`src/rtl/leaf_pkg.sv`:
```
// Shared types, defaults and slice-offset helper for the leaf port bank.
package leaf_pkg;

  localparam int DEFAULT_PAYLOAD_BITS = 32;
  localparam int DEFAULT_COUNT_BITS   = 16;

  typedef struct packed {
    logic [DEFAULT_PAYLOAD_BITS-1:0] data;
    logic                            vld;
  } leaf_hs_t;

  function automatic int slice_lo(input int idx, input int width);
    return idx * width;
  endfunction

endpackage

```
`src/rtl/leaf_skid_buf.sv`:
```
// One channel: 2-entry skid buffer with enable gating, sync clear and a saturating beat counter.
module leaf_skid_buf
  import leaf_pkg::*;
#(
  parameter int PAYLOAD_BITS = DEFAULT_PAYLOAD_BITS,
  parameter int COUNT_BITS   = DEFAULT_COUNT_BITS
) (
  input  logic                    clk,
  input  logic                    reset_n,
  input  logic                    clear,
  input  logic                    en,
  input  logic [PAYLOAD_BITS-1:0] up_data,
  input  logic                    up_vld,
  output logic                    up_ack,
  output logic [PAYLOAD_BITS-1:0] dn_data,
  output logic                    dn_vld,
  input  logic                    dn_ack,
  output logic [COUNT_BITS-1:0]   count
);

  logic [1:0]              occ_q, occ_d;
  logic [PAYLOAD_BITS-1:0] head_q, head_d;
  logic [PAYLOAD_BITS-1:0] tail_q, tail_d;
  logic [COUNT_BITS-1:0]   count_q, count_d;
  logic                    ready_q;
  logic                    push;
  logic                    pop;

  // ready_q holds ack low until the first edge after reset release.
  assign up_ack  = ready_q & (occ_q != 2'd2) & en & ~clear;
  assign dn_vld  = (occ_q != 2'd0) & en;
  assign dn_data = head_q;
  assign count   = count_q;
  assign push    = up_vld & up_ack;
  assign pop     = dn_vld & dn_ack;

  // Next-state: unused entries are kept at zero so the head is 0 when empty.
  always_comb begin
    occ_d   = occ_q;
    head_d  = head_q;
    tail_d  = tail_q;
    count_d = count_q;
    if (clear) begin
      occ_d   = 2'd0;
      head_d  = '0;
      tail_d  = '0;
      count_d = '0;
    end else begin
      case ({push, pop})
        2'b10: begin
          if (occ_q == 2'd0) begin
            head_d = up_data;
          end else begin
            tail_d = up_data;
          end
          occ_d = occ_q + 2'd1;
        end
        2'b01: begin
          head_d = tail_q;
          tail_d = '0;
          occ_d  = occ_q - 2'd1;
        end
        2'b11: begin
          if (occ_q == 2'd1) begin
            head_d = up_data;
          end else begin
            head_d = tail_q;
            tail_d = up_data;
          end
        end
        default: begin
          occ_d = occ_q;
        end
      endcase
      if (pop && (count_q != {COUNT_BITS{1'b1}})) begin
        count_d = count_q + COUNT_BITS'(1);
      end else begin
        count_d = count_q;
      end
    end
  end

  // State registers with asynchronous active-low reset.
  always_ff @(posedge clk or negedge reset_n) begin
    if (!reset_n) begin
      occ_q   <= 2'd0;
      head_q  <= '0;
      tail_q  <= '0;
      count_q <= '0;
      ready_q <= 1'b0;
    end else begin
      occ_q   <= occ_d;
      head_q  <= head_d;
      tail_q  <= tail_d;
      count_q <= count_d;
      ready_q <= 1'b1;
    end
  end

endmodule

```
`src/rtl/leaf_port_bank.sv`:
```
// User-side port bank: one skid-buffered channel per input and output port.
module leaf_port_bank
  import leaf_pkg::*;
#(
  parameter int NUM_IN_PORTS  = 4,
  parameter int NUM_OUT_PORTS = 7,
  parameter int PAYLOAD_BITS  = DEFAULT_PAYLOAD_BITS,
  parameter int COUNT_BITS    = DEFAULT_COUNT_BITS
) (
  input  logic                                  clk,
  input  logic                                  reset_n,
  input  logic                                  clear,
  input  logic [NUM_IN_PORTS-1:0]               in_en_mask,
  input  logic [NUM_OUT_PORTS-1:0]              out_en_mask,
  input  logic [NUM_IN_PORTS*PAYLOAD_BITS-1:0]  dout_leaf_interface2user,
  input  logic [NUM_IN_PORTS-1:0]               vld_interface2user,
  output logic [NUM_IN_PORTS-1:0]               ack_user2interface,
  output logic [NUM_IN_PORTS*PAYLOAD_BITS-1:0]  dout_bank2user,
  output logic [NUM_IN_PORTS-1:0]               vld_bank2user,
  input  logic [NUM_IN_PORTS-1:0]               ack_user2bank,
  input  logic [NUM_OUT_PORTS*PAYLOAD_BITS-1:0] din_user2bank,
  input  logic [NUM_OUT_PORTS-1:0]              vld_user2bank,
  output logic [NUM_OUT_PORTS-1:0]              ack_bank2user,
  output logic [NUM_OUT_PORTS*PAYLOAD_BITS-1:0] din_leaf_user2interface,
  output logic [NUM_OUT_PORTS-1:0]              vld_user2interface,
  input  logic [NUM_OUT_PORTS-1:0]              ack_interface2user,
  output logic [NUM_IN_PORTS*COUNT_BITS-1:0]    in_count,
  output logic [NUM_OUT_PORTS*COUNT_BITS-1:0]   out_count
);

  for (genvar k = 0; k < NUM_IN_PORTS; k++) begin : g_in
    localparam int DLO = slice_lo(k, PAYLOAD_BITS);
    localparam int CLO = slice_lo(k, COUNT_BITS);
    leaf_skid_buf #(
      .PAYLOAD_BITS(PAYLOAD_BITS),
      .COUNT_BITS  (COUNT_BITS)
    ) u_buf (
      .clk    (clk),
      .reset_n(reset_n),
      .clear  (clear),
      .en     (in_en_mask[k]),
      .up_data(dout_leaf_interface2user[DLO +: PAYLOAD_BITS]),
      .up_vld (vld_interface2user[k]),
      .up_ack (ack_user2interface[k]),
      .dn_data(dout_bank2user[DLO +: PAYLOAD_BITS]),
      .dn_vld (vld_bank2user[k]),
      .dn_ack (ack_user2bank[k]),
      .count  (in_count[CLO +: COUNT_BITS])
    );
  end

  for (genvar k = 0; k < NUM_OUT_PORTS; k++) begin : g_out
    localparam int DLO = slice_lo(k, PAYLOAD_BITS);
    localparam int CLO = slice_lo(k, COUNT_BITS);
    leaf_skid_buf #(
      .PAYLOAD_BITS(PAYLOAD_BITS),
      .COUNT_BITS  (COUNT_BITS)
    ) u_buf (
      .clk    (clk),
      .reset_n(reset_n),
      .clear  (clear),
      .en     (out_en_mask[k]),
      .up_data(din_user2bank[DLO +: PAYLOAD_BITS]),
      .up_vld (vld_user2bank[k]),
      .up_ack (ack_bank2user[k]),
      .dn_data(din_leaf_user2interface[DLO +: PAYLOAD_BITS]),
      .dn_vld (vld_user2interface[k]),
      .dn_ack (ack_interface2user[k]),
      .count  (out_count[CLO +: COUNT_BITS])
    );
  end

endmodule

```
`config.mk`:
```
export PLATFORM = sky130hd
export DESIGN_NAME = leaf_port_bank
export DESIGN_NICKNAME = d
export VERILOG_FILES = /design/src/rtl/leaf_pkg.sv /design/src/rtl/leaf_skid_buf.sv /design/src/rtl/leaf_port_bank.sv
export SDC_FILE = /design/constraint.sdc
export NUM_CORES = 2
export LEC_CHECK = 0
export BUFFER_PORTS_ARGS = -buffer_cell sky130_fd_sc_hd__clkbuf_2
export CAP_MARGIN = 25
export CORE_AREA = 2 2 369 371
export CTS_CLUSTER_SIZE = 25
export DETAILED_ROUTE_END_ITERATION = 8
export DIE_AREA = 0 0 371 373
export GPL_TIMING_DRIVEN = 0
export PLACE_DENSITY = 0.52
export RECOVER_POWER = 100
export SYNTH_ARGS = -nofsm -noshare
export SYNTH_HDL_FRONTEND = slang
export SYNTH_HIERARCHICAL = 1
export SYNTH_SLANG_ARGS = --single-unit
```
`constraint.sdc`:
```
create_clock -name clk -period 2.57 [get_ports clk]
set_input_delay 0.514 -clock clk [delete_from_list [all_inputs] [get_ports clk]]
set_output_delay 0.514 -clock clk [all_outputs]
set_load 0.05 [all_outputs]
```
==> flow_summary.ini <==
[status]
outcome = completed

[pwr]
leakagePower_uw = 0.0268
max-vdd-ir-drop_mv = 0.477
p_per_area_mw_per_mm2 = 675

[global_route]
grt_pass1_vias = 35440
grt_use_total = 0.197
grt_pass1_wl_um = 215000
grt_start_max_net_pins = 107
antenna_found_initial = 22
globalRoute.totalOverflow = 0

[clocking]
path_clk_slew_ns = 0.06
cts_root_buf = clkbuf_16
clockBufferDepth = 3
htreeDepth = 3
clk_latency_ns = 0.71
numCtsBuffers = 106
clock_sinks = 913
tritoncts = yes

[final_layout]
n_fill_cell = 13218
final_nets = 5455
area_growth_pct = 33.2
multi_input_area_mm2 = 0.0173
fin_util = 0.413
drive_gt1_frac = 0.273
register_area_mm2 = 0.0228
stdcell_count = 6900

[synthesis]
synth-seq-area-share = 0.548
synth-edff-count = 0
async_reset_ff_frac = 1.00
syn_area_mm2 = 0.0417
synth_common_cells = dfrtp_1 (913), nand2_1 (449), mux2i_1 (357)
synth_top_area_frac = 0.548
syn_inst = 3698
avgSynthCellArea_um2 = 11.3
synth_ff_type = dfrtp_1
ys_types = 77
synth.area.top_cells = dfrtp_1 (55%), mux2i_1 (8.6%), a22o_1 (7.4%)
synth-seq-cells = 913
yosys_warnings = 6
synth.most_common_cell = dfrtp_1
synth_largest_area_cell = dfrtp_1
syn_nets = 4130

[timing]
setup_viol = 0
grt_setup_unrepaired = yes
drv_slew = 0
period_share = 0.960
clock-skew-final_ns = 0.0224
max_freq_mhz = 405
final-hold-violation-count = 0
slew_headroom = 0.232
worst_pin_slew_ns = 1.15
min_period_ns = 2.47

[critical_path]
path_class = register to primary output
cp.required_ns = 2.06
worst_setup_path_end_kind = primary output
startpoint_type = register
critPathMaxFanout = 4
worstPathArrival_ns = 1.95

[placed_design]
port_buffers = 937
gp_congestion = 0.837
dp_cells = 6428
hpwl_um = 102000

[floorplan]
rows = 135
start_util = 0.310
die_w_um = 371
top_level_ports = 938
die_area_mm2 = 0.138
fp.dieH_um = 373
coreArea_mm2 = 0.135

[flow_run]
cap_violations = 0

[detailed_routing]
via_count = 34908
dr.pass1.iters = 6
drtIter0Drc = 2070
antenna_left = 0
drcViolationCount = 0
wl_per_cell_um = 20.3
viasPerCell = 5.06
drt_wl_total_um = 140000

[worst_hold_path]
worstHoldPathType = input pin to register
[registers in the layout (all words and copies together), names as in the netlist]
register / flops
g_out.u_buf/tail_q: 224
g_in.u_buf/tail_q: 128
g_out.u_buf/count: 112
g_out.u_buf/occ_q: 14
g_out.u_buf/ready_q: 7
g_in.u_buf/dn_data: 128
g_in.u_buf/count: 64
g_in.u_buf/occ_q: 8
g_in.u_buf/ready_q: 4
g_out.u_buf/dn_data: 224
[path summary, 6_finish.rpt]
check,start,endpoint,depth (start not counted),slack [ns]
max in group asynchronous,reset_n,g_out[5].u_buf/dn_data[3],6,0.28
min in group asynchronous,reset_n,g_out[0].u_buf/dn_data[17],2,0.24
worst max-delay path,g_in[3].u_buf/occ_q[1],ack_user2interface[3],4,0.10
worst min-delay path,din_user2bank[18],g_out[0].u_buf/tail_q[18],2,0.07
worst max register to register,g_out[5].u_buf/occ_q[0],g_out[5].u_buf/tail_q[25],7,0.13
worst min register to register,g_out[6].u_buf/dn_data[1],g_out[6].u_buf/dn_data[1],2,0.47
[cell families (layout without fill, tap and decap cells)]
kind of cell               after synthesis  in the layout  share of synthesized area
AOI/OAI and AO/OA                     1075           1075                      0.181
xor gates and xnor gates                43             43                    0.00903
adders and majority gates               44             44                     0.0132
buffers and inverters                  304           1714                     0.0388
DFF                                    913            913                      0.548
muxes                                  370            370                     0.0892
other                                   11             22                   0.000990
and+or+nand+nor                        938            938                      0.120
[final cells by class]
class                   instances  area share
repair buffers               1217       0.140
flip-flops and latches        913       0.411
plain buffers                 251      0.0261
well taps                    1781      0.0401
multi-input cells            2481       0.312
inverters                      53     0.00358
clock buffers                 153      0.0564
clock inverters                40      0.0102
diodes                         11    0.000495
[layer usage]
layer	GRT usage	wire, µm
met1	0.240	56700
met4	0.0854	5720
met5	0	109
met2	0.315	65300
met3	0.0682	12000
[metrics by stage]
step	hold slack, ns	cell area (µm²)	TNS (ns)	power [µW]	setup WS [ns]
floorplan	0.218	41700	0	19300	0.227
global placement	0.463	48600	-	21400	-22.91
detailed placement	0.400	48900	-185.25	21500	-0.635
CTS	0.0000242	55300	0	38000	0.00249
global route	0.0227	55500	-0.0152	39100	-0.00726
finish	0.0656	55600	0	37500	0.103
[where the power goes]
part	total (µW)	switching [µW]	leakage, µW	internal [µW]
logic	6100	4350	0.0126	1750
registers	15400	399	0.0124	15000
clock network	16000	6320	0.00182	9650
total	37500	11100	0.0268	26400
[worst max-delay path, cell delays in order, from the launching register on]
cell,delay [ns]
dfrtp_1,0.41
ha_1,0.19
nor4bb_1,0.31
buf_4,0.19
buf_8,0.15
[layout by cell type (no fill, tap or decap), drive strengths merged, types with 9 or more instances in the layout]
cell type and count:
diode 11, o21ai 390, and4 11, conb 11
nor3 18, bufinv 12, nand4 69, or2 17
clkinv 21, xnor2 38, or4 91, nor2b 19
mux2 13, inv 57, a21oi 131, a22o 352
dlygate4sd3 251, ha 44, o41ai 18, a211oi 15
mux2i 357, nand3 38, or3 27, a311oi 15
nor4b 9, a31oi 17, buf 197, dfrtp 913
o31ai 86, and3b 11, nand3b 18, clkbuf 1173
nor2 65, nor4 26, and3 34, nand2 451
[repair_timing]
action	4_1_cts	5_1_grt
buffers inserted	5	11
pin swaps	2	13
cloned	0	1
hold endpoints to repair	271	0
hold buffers	251	0
endpoints found under the setup margin	41	415
resized for setup	29	56
Note: power is estimated with default switching activity, not from simulation.
